## src/rtl/sel_modo_de_jogo_pkg.sv

```systemverilog
// Shared definitions for the game-mode selector: mode codes, FSM states and
// the mode-advance helper used by the selector top.
package sel_modo_de_jogo_pkg;

  localparam logic [1:0] MODO_0 = 2'b00;
  localparam logic [1:0] MODO_1 = 2'b01;
  localparam logic [1:0] MODO_2 = 2'b10;
  localparam logic [1:0] MODO_3 = 2'b11;

  typedef enum logic {
    SELECAO    = 1'b0,
    CONFIRMADO = 1'b1
  } estado_t;

  // Next mode in the cyclic order MODO_0 -> MODO_1 -> MODO_2 -> MODO_3 -> MODO_0
  function automatic logic [1:0] proximo_modo(input logic [1:0] modo);
    logic [1:0] r;
    case (modo)
      MODO_0:  r = MODO_1;
      MODO_1:  r = MODO_2;
      MODO_2:  r = MODO_3;
      MODO_3:  r = MODO_0;
      default: r = MODO_0;
    endcase
    return r;
  endfunction

endpackage

```

## src/rtl/sel_modo_de_jogo_debounce_botao.sv

```systemverilog
// Pushbutton front end: 2-flop synchronizer, stable-level debouncer and a
// one-cycle pulse on the debounced released->pressed transition.
module debounce_botao #(
  parameter int unsigned DEB_CYCLES = 500000
) (
  input  logic clk,
  input  logic rst_n,
  input  logic btn_n,
  output logic pulso
);

  localparam int unsigned CW = $clog2(DEB_CYCLES) + 1;

  logic          r_sync1;
  logic          r_sync2;
  logic          r_deb;
  logic          r_deb_d;
  logic [CW-1:0] r_cnt;
  logic          r_pulso;

  // Synchronizer; released (1) out of reset so no spurious press is seen
  always_ff @(posedge clk or negedge rst_n) begin
    if (!rst_n) begin
      r_sync1 <= 1'b1;
      r_sync2 <= 1'b1;
    end else begin
      r_sync1 <= btn_n;
      r_sync2 <= r_sync1;
    end
  end

  // Debounced level flips only after DEB_CYCLES consecutive disagreeing samples
  always_ff @(posedge clk or negedge rst_n) begin
    if (!rst_n) begin
      r_deb <= 1'b1;
      r_cnt <= '0;
    end else if (r_sync2 == r_deb) begin
      r_cnt <= '0;
    end else if (r_cnt == CW'(DEB_CYCLES - 1)) begin
      r_deb <= r_sync2;
      r_cnt <= '0;
    end else begin
      r_cnt <= r_cnt + CW'(1);
    end
  end

  always_ff @(posedge clk or negedge rst_n) begin
    if (!rst_n) begin
      r_deb_d <= 1'b1;
      r_pulso <= 1'b0;
    end else begin
      r_deb_d <= r_deb;
      r_pulso <= r_deb_d & ~r_deb;
    end
  end

  assign pulso = r_pulso;

endmodule

```

## src/rtl/sel_modo_de_jogo.sv

```systemverilog
// Game-mode selector: steps the 2-bit mode code {A,B} with "next", locks it
// with "confirm", unlocks on fim_jogo, and drives the display blink enable.
module sel_modo_de_jogo
  import sel_modo_de_jogo_pkg::*;
#(
  parameter int unsigned DEB_CYCLES   = 500000,
  parameter int unsigned BLINK_CYCLES = 12500000
) (
  input  logic clk,
  input  logic rst_n,
  input  logic btn_prox_n,
  input  logic btn_conf_n,
  input  logic fim_jogo,
  output logic A,
  output logic B,
  output logic travado,
  output logic piscar
);

  localparam int unsigned BW = $clog2(BLINK_CYCLES) + 1;

  logic          w_prox_p;
  logic          w_conf_p;
  estado_t       r_estado;
  estado_t       w_estado_prox;
  logic [1:0]    r_modo;
  logic [1:0]    w_modo_prox;
  logic          r_travado;
  logic          r_piscar;
  logic          w_piscar_prox;
  logic [BW-1:0] r_blink_cnt;
  logic [BW-1:0] w_blink_prox;

  debounce_botao #(.DEB_CYCLES(DEB_CYCLES)) u_deb_prox (
    .clk   (clk),
    .rst_n (rst_n),
    .btn_n (btn_prox_n),
    .pulso (w_prox_p)
  );

  debounce_botao #(.DEB_CYCLES(DEB_CYCLES)) u_deb_conf (
    .clk   (clk),
    .rst_n (rst_n),
    .btn_n (btn_conf_n),
    .pulso (w_conf_p)
  );

  // State register
  always_ff @(posedge clk or negedge rst_n) begin
    if (!rst_n) begin
      r_estado <= SELECAO;
    end else begin
      r_estado <= w_estado_prox;
    end
  end

  // Next state; confirm has priority over next within SELECAO
  always_comb begin
    w_estado_prox = r_estado;
    case (r_estado)
      SELECAO:    if (w_conf_p) w_estado_prox = CONFIRMADO;
      CONFIRMADO: if (fim_jogo) w_estado_prox = SELECAO;
      default:    w_estado_prox = SELECAO;
    endcase
  end

  // Next output values; blink is held steady on both sides of a lock so a
  // freshly unlocked display starts a full half-period lit
  always_comb begin
    w_modo_prox   = r_modo;
    w_piscar_prox = r_piscar;
    w_blink_prox  = r_blink_cnt;
    if (r_estado == CONFIRMADO || w_estado_prox == CONFIRMADO) begin
      w_piscar_prox = 1'b1;
      w_blink_prox  = '0;
    end else if (w_prox_p) begin
      w_modo_prox   = proximo_modo(r_modo);
      w_piscar_prox = 1'b1;
      w_blink_prox  = '0;
    end else if (r_blink_cnt == BW'(BLINK_CYCLES - 1)) begin
      w_piscar_prox = ~r_piscar;
      w_blink_prox  = '0;
    end else begin
      w_blink_prox  = r_blink_cnt + BW'(1);
    end
  end

  always_ff @(posedge clk or negedge rst_n) begin
    if (!rst_n) begin
      r_modo      <= MODO_0;
      r_travado   <= 1'b0;
      r_piscar    <= 1'b1;
      r_blink_cnt <= '0;
    end else begin
      r_modo      <= w_modo_prox;
      r_travado   <= (w_estado_prox == CONFIRMADO);
      r_piscar    <= w_piscar_prox;
      r_blink_cnt <= w_blink_prox;
    end
  end

  assign A       = r_modo[1];
  assign B       = r_modo[0];
  assign travado = r_travado;
  assign piscar  = r_piscar;

endmodule

```

## config.mk

```make
export PLATFORM = sky130hd
export DESIGN_NAME = sel_modo_de_jogo
export DESIGN_NICKNAME = d
export VERILOG_FILES = /design/src/rtl/sel_modo_de_jogo_pkg.sv /design/src/rtl/sel_modo_de_jogo_debounce_botao.sv /design/src/rtl/sel_modo_de_jogo.sv
export SDC_FILE = /design/constraint.sdc
export NUM_CORES = 1
export LEC_CHECK = 0
export BUFFER_PORTS_ARGS = -buffer_cell sky130_fd_sc_hd__buf_2
export CORE_MARGIN = 5
export CORE_UTILIZATION = 55
export DETAILED_ROUTE_END_ITERATION = 10
export PLACE_DENSITY = 0.67
export SLEW_MARGIN = 10
export SYNTH_ARGS = -nofsm -noshare
export SYNTH_HDL_FRONTEND = slang
export SYNTH_SLANG_ARGS = --single-unit
```

## constraint.sdc

```tcl
create_clock -name clk -period 4.1 [get_ports clk]
set_input_delay 0.41 -clock clk [delete_from_list [all_inputs] [get_ports clk]]
set_output_delay 0.41 -clock clk [all_outputs]
set_load 0.05 [all_outputs]
```

# --- After elaboration in Yosys (flattened, before gate mapping) ---
# Cells that the tools add are included.
word_totals:
  output_inout_bits: 4
  regBits: 79
  in_bits: 5
  wordCells: 56
classes:
  mux: 14
  addsub: 3
  eq_ne: 8
  bitwise_logic: 9
  reduce_logical: 6
ops:
  columns: ["operator", "n"]
  rows:
  - ["$mux 20", 4]
  - ["$mux 25", 3]
  - ["$add 20x1->20 const B", 2]
  - ["$eq 20x19->1 const B", 2]
  - ["$add 25x1->25 const B", 1]
  - ["$eq 25x24->1 const B", 1]
  - ["$pmux 2 s4", 1]
  - ["$not 1->1", 7]
  - ["$reduce_and 2->1", 3]
  - ["$mux 1", 5]
  - ["$eq 2x2->1 const B", 2]
  - ["$reduce_bool 3->1", 1]
  - ["$and 1x1->1", 2]
  - ["$eq 1x1->1", 2]
  - ["$eq 2x1->1 const B", 1]
  - ["$logic_not 2->1", 1]
  - ["$pmux 1 s2", 1]
  - ["$logic_or 1x1->1", 1]

# --- Logic depth before layout (Yosys ltp) ---
# Gate-level depths: netlist of the first run.
depth:
  word_depth: 5
  mapped_depth: 7

# --- Cells and area by module ---
# A second synthesis of the first run with hierarchy kept.
unflattened:
  cells_unflattened: 379
  area_unflattened_um2: 3891.2
by_module_without_submodules:
  columns: ["module", "cells_each", "instances", "area_per_inst_um2", "seq_area_each_um2"]
  rows:
  - ["debounce_botao", 113, 2, 1202.4, 630.6]
  - ["sel_modo_de_jogo", 153, 1, 1486.4, 726.9]

# --- Worst setup path before layout of the first run ---
# Ideal clock, no wire load.
synth_timing:
  path_type: "reg2reg"
  startpoint: "register u_deb_conf.r_cnt[0]"
  endpoint: "register u_deb_conf.r_cnt[18]"
  setup_ps: 80
  path_buffers: 0
  slack_ps: 2096
  path_stages_with_launch: 6
  synth_period_minus_slack_ps: 2004
  arrival_time_ps: 1924
  path_cell_list: "dfrtp_1 > ha_1 > nand4_1 > or4_1 > or4_1 > a21oi_1"
synth_via:
  elab_chain_cells: 3
synth_lines:
  columns: ["element", "line", "text"]
  rows:
  - ["start, declared", "sel_modo_de_jogo_debounce_botao.sv:18", "logic [CW-1:0] r_cnt;"]
  - ["start signal, assigned", "sel_modo_de_jogo_debounce_botao.sv:43", "r_cnt <= r_cnt + CW'(1);"]
  - ["$add 20x1->20 or $eq 20x19->1 (tied branches)", "sel_modo_de_jogo_debounce_botao.sv:43, sel_modo_de_jogo_debounce_botao.sv:39", null]
  - ["$mux 20 (*)", "sel_modo_de_jogo_debounce_botao.sv:39", "end else if (r_cnt == CW'(DEB_CYCLES - 1)) begin"]
  - ["$mux 20 (*)", "sel_modo_de_jogo_debounce_botao.sv:37", "end else if (r_sync2 == r_deb) begin"]
# Every way passes the cells marked *; elsewhere a longest branch is shown, timed or not.
# A chain may end at the register's enable or synchronous reset.

# --- Final worst setup path of the first run ---
# Ends and elaborated chain as after synthesis.

==> results of run 1 <==
final cells by class:
cell class                 count  area [µm²]
inverter                      10        37.5
sequential                    79        1990
tap                           80         100
fill                         581        2620
clock inverter                 3        40.0
multi-input combinational    286        1750
clock buffer                  13         169
timing repair buffer          10        57.6
per-layer routing:
metal	global-route usage, %	wire length (µm)	vias to the layer above
met3	4.18	168	8
met2	28.5	3290	22
met4	7.08	98	0
li1	-	-	1402
met1	22.1	3310	1329
met5	0	0	-
state kept, by name (all words and copies together), names as in the netlist:
| signal | cells |
|---|---|
| u_deb_prox.r_deb_d | 1 |
| u_deb_prox.r_deb | 1 |
| u_deb_prox.pulso | 1 |
| u_deb_prox.r_cnt | 20 |
| u_deb_conf.pulso | 1 |
| u_deb_conf.r_cnt | 20 |
| r_blink_cnt | 25 |
| u_deb_conf.r_deb_d | 1 |
| u_deb_conf.r_sync1 | 1 |
| u_deb_prox.r_sync2 | 1 |
| r_modo | 2 |
| u_deb_prox.r_sync1 | 1 |
| u_deb_conf.r_deb | 1 |
| travado | 1 |
| u_deb_conf.r_sync2 | 1 |
| piscar | 1 |
kinds of logic (layout without fill, tap and decap cells):
family / after synthesis / in the layout / share of synthesized area [%]
simple gates: 189 / 189 / 27.0
flops: 79 / 79 / 52.3
mux: 4 / 4 / 1.12
compound gates: 48 / 48 / 6.94
buf+inv: 16 / 36 / 1.81
fa+ha+maj: 5 / 5 / 1.64
xor+xnor: 40 / 40 / 9.21
report_power, final:
group	switching (mW)	internal [mW]
Combinational	0.0678	0.0469
Clock	0.260	0.330
Sequential	0.0573	0.821
path summary, 6_finish.rpt:
path	from	slack, ns	to	cells past startpoint
worst max-delay path	u_deb_conf.r_cnt[0]	1.93	u_deb_conf.r_cnt[18]	5
worst min-delay path	btn_prox_n	0.17	u_deb_prox.r_sync1	1
worst max register to register	u_deb_conf.r_cnt[0]	1.93	u_deb_conf.r_cnt[18]	5
worst min register to register	u_deb_conf.r_sync1	0.35	u_deb_conf.r_sync2	0
max in group asynchronous	rst_n	3.26	u_deb_conf.r_cnt[9]	1
min in group asynchronous	rst_n	0.18	r_blink_cnt[21]	1
critical path, delay by kind of cell, from the launching register on:
| kind | cells | cell delay (ns) |
|---|---|---|
| and+or+nand+nor | 3 | 1.30 |
| DFF | 1 | 0.41 |
| adders and majority gates | 1 | 0.24 |
| AOI/OAI and AO/OA | 1 | 0.16 |
metrics by stage:
step / instances / setup slack [ns] / total power [mW] / util (%) / cell area, µm²
final: 481 / 1.93 / 1.58 / 61.3 / 4140
after global routing: 481 / 1.78 / 1.67 / 61.3 / 4140
after CTS: 481 / 1.92 / 1.61 / 61.3 / 4140
after detailed placement: 465 / 1.94 / 1.01 / 58.2 / 3930
after global placement: 465 / 2.02 / 1.00 / 58.2 / 3930
after floorplan: 381 / 2.10 / 0.964 / - / 3800
placed cells by master, fill, tap and decap left out, types with 9 or more instances in the layout:
cell,netlist,layout
sky130_fd_sc_hd__a21oi_1,20,20
sky130_fd_sc_hd__or3_1,12,12
sky130_fd_sc_hd__dfrtp_1,70,70
sky130_fd_sc_hd__nand4_1,18,18
sky130_fd_sc_hd__inv_1,10,10
sky130_fd_sc_hd__xor2_1,19,19
sky130_fd_sc_hd__clkbuf_8,0,12
sky130_fd_sc_hd__nor4_1,10,10
sky130_fd_sc_hd__nand3_1,25,25
sky130_fd_sc_hd__xnor2_1,21,21
sky130_fd_sc_hd__nand2_1,23,23
sky130_fd_sc_hd__nor2_1,49,49
sky130_fd_sc_hd__dfstp_2,9,9
sky130_fd_sc_hd__o21ai_0,18,18
sky130_fd_sc_hd__or4_1,11,11
==> flow_metrics.tcl, run 1 <==
set metrics [dict create \
    outcome "complete, no violations" \
    ys_ff_latch 79 \
    detail_route.iter0.violations 85 \
    critPathMaxStageDelay_ns 0.61 \
    hold_ws_ns 0.166 \
    synth_nets 391 \
    synth.top_cell.area_share_pct 46.0 \
    drv.max_cap_violation_count 0 \
    holdBufCountCts 0 \
    holdCritPathClass "in -> reg" \
    rsz0062_at_grt "false" \
    crit_arrival_ns 2.44 \
    hpwlAfterDp_um 4630 \
    clk_pin_slew_worst_paths_ns 0.07 \
    grt_start_max_net_pins 80 \
    synth_edf_count 0 \
    critical_path.slowest_cell "sky130_fd_sc_hd__or4_1" \
    floorplan.rows 30 \
    ys.flop_type "sky130_fd_sc_hd__dfrtp_1" \
    worst-path-max-fanout 5 \
    post_cts_resize_count 0 \
    power_leakage_nw 1.69 \
    path_class "reg -> reg" \
    synthTopCellsByCount "sky130_fd_sc_hd__dfrtp_1, sky130_fd_sc_hd__nor2_1, sky130_fd_sc_hd__nand3_1" \
    synth_cells 381 \
    dr.pass1.iters 4 \
    clk_latency_ns 0.34 \
    route.antenna.remaining_nets 0 \
    cts.root.buffer_cell "sky130_fd_sc_hd__clkbuf_8" \
    gp_congestion 0.822 \
    yosys.area.top_type "sky130_fd_sc_hd__dfrtp_1" \
    first_global_vias 2647 \
    max-clock-path-buffers 2 \
    die_height_um 93.2 \
    post-cts-setup-buffer-count 0 \
    insertedDiodeCount 0 \
    maxSlewHeadroom_pct 36.0 \
    synth_seq_area_share_pct 52.3 \
    fp.dieArea_um2 8680 \
    finalWorstPathRequiredPeriod_ns 2.17 \
    asyncSetResetFlopFracSynth_pct 100 \
    avgRoutedWirePerCell_um 14.3 \
    slew_viol_final 0 \
    p_per_area_nw_per_um2 382 \
    ir_drop_v 0.000232 \
    grt_pass1_wl_um 12000 \
    overflow 0 \
    track_usage_pct 17.4 \
    grt_antenna_before_repair 0 \
    hold_viol 0 \
    avgSynthCellArea_um2 9.99 \
    cts_inserted_buffers 9 \
    initial_core_utilization_pct 56.3 \
    cell_by_cell_trace_of_the_critical_path "ha_1 > nand4_1 > or4_1 > or4_1 > a21oi_1" \
    worstSetupEndpointType "flop" \
    dr_vias_cell 5.74 \
    cp_data_required_time_ns 4.36 \
    setup_total_negative_slack_ns 0 \
    drt_wl_total_um 6860 \
    number_of_failing_setup_endpoints_in_the_final_timing_report 0 \
    clk_skew_ns 0.00686 \
    post_route_cells_drive_above_1_share_pct 11.5 \
    num_io_pins 9 \
    io_buffer_count 8 \
    fp.coreArea_um2 6760 \
    tritoncts "yes" \
    growth_of_design_area_from_synthesis_to_finish_pct 8.81 \
    worst_max_slew_pin_slew_ns 0.961 \
    max_freq_ghz 0.461 \
    remaining_drc_errors 0 \
    ctsHtreeMaxLevel 3 \
    critical-path-top-cell-by-count "sky130_fd_sc_hd__or4_1" \
    cp-start-kind "flop" \
    clock_sinks 79 \
    post-route-period-util_pct 53.0 \
    synth.distinct_cells 37 \
    synth.yosys.warnings 0 \
    final_nets 406 \
    detailroute.via_count 2761 \
    die_width_um 93.2 \
    yosysMostFrequentCell "sky130_fd_sc_hd__dfrtp_1" \
    mappedNetlistArea_um2 3800 \
    yosys-top-cells-area "sky130_fd_sc_hd__dfrtp_1, sky130_fd_sc_hd__dfstp_2, sky130_fd_sc_hd__nor2_1" \
]
Note: power is estimated with default switching activity, not from simulation.
==> run 2, diff against run 1 <==
- clock period: 4.1 -> 2.05 ns (I/O delays scaled with it)
==> run 2 against run 1 <==
Core utilization rose by 2.9 points; combinational power rose to 2.5 times the previous value; critical path depth unchanged; clock skew increased by 0.0035 ns; maximum frequency rose by 10%; die area unchanged; critical path type unchanged; highest routed layer unchanged.
==> flow_metrics.tcl, run 2 (same netlist as run 1, synthesis figures left out) <==
set metrics [dict create \
    insertedDiodeCount 0 \
    initial_core_utilization_pct 56.3 \
    gp_congestion 0.827 \
    cp_data_required_time_ns 2.32 \
    crit_arrival_ns 2.24 \
    power.clock.fraction_pct 36.6 \
    finalWorstPathRequiredPeriod_ns 1.97 \
    clock_sinks 79 \
    worst_max_slew_pin_slew_ns 0.424 \
    post_layout_nonfiller_instances 501 \
    avgRoutedWirePerCell_um 14.1 \
    clk_latency_ns 0.35 \
    most-common-layout-cells "sky130_fd_sc_hd__dfrtp_1, sky130_fd_sc_hd__nor2_1, sky130_fd_sc_hd__nand3_1" \
    wl_met1_um 3370 \
    cts.root.buffer_cell "sky130_fd_sc_hd__clkbuf_8" \
    switchingPower_mw 0.881 \
    post-route-period-util_pct 96.3 \
    post_route_cells_drive_above_1_share_pct 17.1 \
    reg.largest.list "r_blink_cnt (25), u_deb_conf.r_cnt (20), u_deb_prox.r_cnt (20)" \
    final_nets 426 \
    grt_pass1_wl_um 12400 \
    dr.pass1.iters 4 \
    dr.max_layer_used "met4" \
    regMostFlops "r_blink_cnt" \
    power_leakage_nw 1.78 \
    cell_by_cell_trace_of_the_critical_path "ha_1 > nand4_1 > or4_4 > or4_1 > a21oi_1" \
    seq_power_share_pct 54.5 \
    hold_viol 0 \
    remaining_drc_errors 0 \
    growth_of_design_area_from_synthesis_to_finish_pct 13.9 \
    place_worst_setup_slack_ns 0.0328 \
    worst-path-max-fanout 4 \
    io_buffer_count 8 \
    cp-start-kind "flop" \
    p_int_mw 2.36 \
    slew_viol_final 0 \
    drt_wl_total_um 7080 \
    die_width_um 93.2 \
    route.met3.wl_um 169 \
    path_buf_inv 0 \
    ctsHtreeMaxLevel 3 \
    rsz0062_at_grt "false" \
    num_io_pins 9 \
    outcome "complete, no violations" \
    cts_inserted_buffers 9 \
    fp.dieArea_um2 8680 \
    path_class "reg -> reg" \
    detailroute.via_count 2865 \
    dr_wl_met2_um 3400 \
    hpwlAfterDp_um 4940 \
    clk_pin_slew_worst_paths_ns 0.09 \
    max_freq_ghz 0.507 \
    dp.cells 481 \
    overflow 0 \
    die_height_um 93.2 \
    layout.cells.most_common "sky130_fd_sc_hd__dfrtp_1" \
    number_of_failing_setup_endpoints_in_the_final_timing_report 0 \
    track_usage_pct 17.8 \
    postLayoutCoreUtil_pct 64.1 \
    drv.max_cap_violation_count 0 \
    critical_path.slowest_cell "sky130_fd_sc_hd__or4_4" \
    max-clock-path-buffers 2 \
    dr_vias_cell 5.72 \
    grt_antenna_before_repair 0 \
    setup_total_negative_slack_ns 0 \
    comb_power_share_pct 8.9 \
    critPathMaxStageDelay_ns 0.57 \
    n_fill_cell 553 \
    maxSlewHeadroom_pct 71.5 \
    fp.coreArea_um2 6760 \
    p_per_area_nw_per_um2 748 \
    smallest_setup_slack_after_layout_ns 0.0767 \
    hold_ws_ns 0.0281 \
    worstSetupEndpointType "flop" \
    first_global_vias 2806 \
    detail_route.iter0.violations 63 \
    tritoncts "yes" \
    floorplan.rows 30 \
    largest_reg_flops 25 \
    switching_share_pct 27.2 \
    clk_skew_ns 0.0104 \
    route.antenna.remaining_nets 0 \
    grt_start_max_net_pins 52 \
    ir_drop_v 0.000478 \
    holdCritPathClass "in -> reg" \
    worst_path_dominant_cell_family "simple AND/OR/NAND/NOR gates" \
    timing.reg2reg.setup_slack_ns 0.08 \
]
-- run 2: worst paths after layout --
check | startpoint | to | cells after the start
min in group asynchronous | rst_n | r_blink_cnt[16] | 2
max in group asynchronous | rst_n | u_deb_conf.r_sync1 | 3
worst max register to register | u_deb_conf.r_cnt[1] | u_deb_conf.r_cnt[18] | 5
worst min-delay path | fim_jogo | travado | 2
worst max-delay path | u_deb_conf.r_cnt[1] | u_deb_conf.r_cnt[18] | 5
worst min register to register | u_deb_prox.r_sync1 | u_deb_prox.r_sync2 | 0
-- run 2: layout make-up --
type / count / area (µm²) / area share [%]
flip-flops and latches: 79 / 1990 / 46.0
multi-input cells: 286 / 1770 / 40.8
repair buffers: 30 / 228 / 5.26
clock buffers: 9 / 124 / 2.86
well taps: 80 / 100 / 2.31
clock inverters: 7 / 81.3 / 1.88
inverters: 10 / 37.5 / 0.866
-- run 2: what timing repair did --
item,in CTS,in global routing
gates resized for setup,0,9
buffers inserted,0,1
hold buffers,3,0
endpoints found under the hold margin,25,0
endpoints found under the setup margin,0,8
-- run 2: per-stage QoR --
stage	power [mW]	area, µm²
3_5_place_dp	2.04	4060
4_1_cts	3.24	4300
5_1_grt	3.41	4330
2_1_floorplan	1.93	3800
6_report	3.24	4330
3_3_place_gp	2.03	4060
-- run 2: worst reg2reg max path, cell delays in order (launching register included) --
cell	delay, ns
sky130_fd_sc_hd__dfrtp_1	0.38
sky130_fd_sc_hd__ha_1	0.18
sky130_fd_sc_hd__nand4_1	0.13
sky130_fd_sc_hd__or4_4	0.57
sky130_fd_sc_hd__or4_1	0.47
sky130_fd_sc_hd__a21oi_1	0.16
-- run 2: metal layers --
metal | GRT usage (%) | vias to the layer above
met5 | 0 | -
met4 | 8.67 | 0
met3 | 2.74 | 12
met2 | 29.6 | 48
met1 | 22.8 | 1357
li1 | - | 1448
-- run 2: power groups by stage --
| stage | Clock (mW) | Sequential [mW] | Combinational (mW) |
|---|---|---|---|
| floorplan | 0 | 1.76 | 0.167 |
| global placement | 0 | 1.77 | 0.258 |
| detailed placement | 0 | 1.78 | 0.262 |
| CTS | 1.23 | 1.75 | 0.268 |
| global route | 1.29 | 1.78 | 0.335 |
| finish | 1.19 | 1.77 | 0.289 |
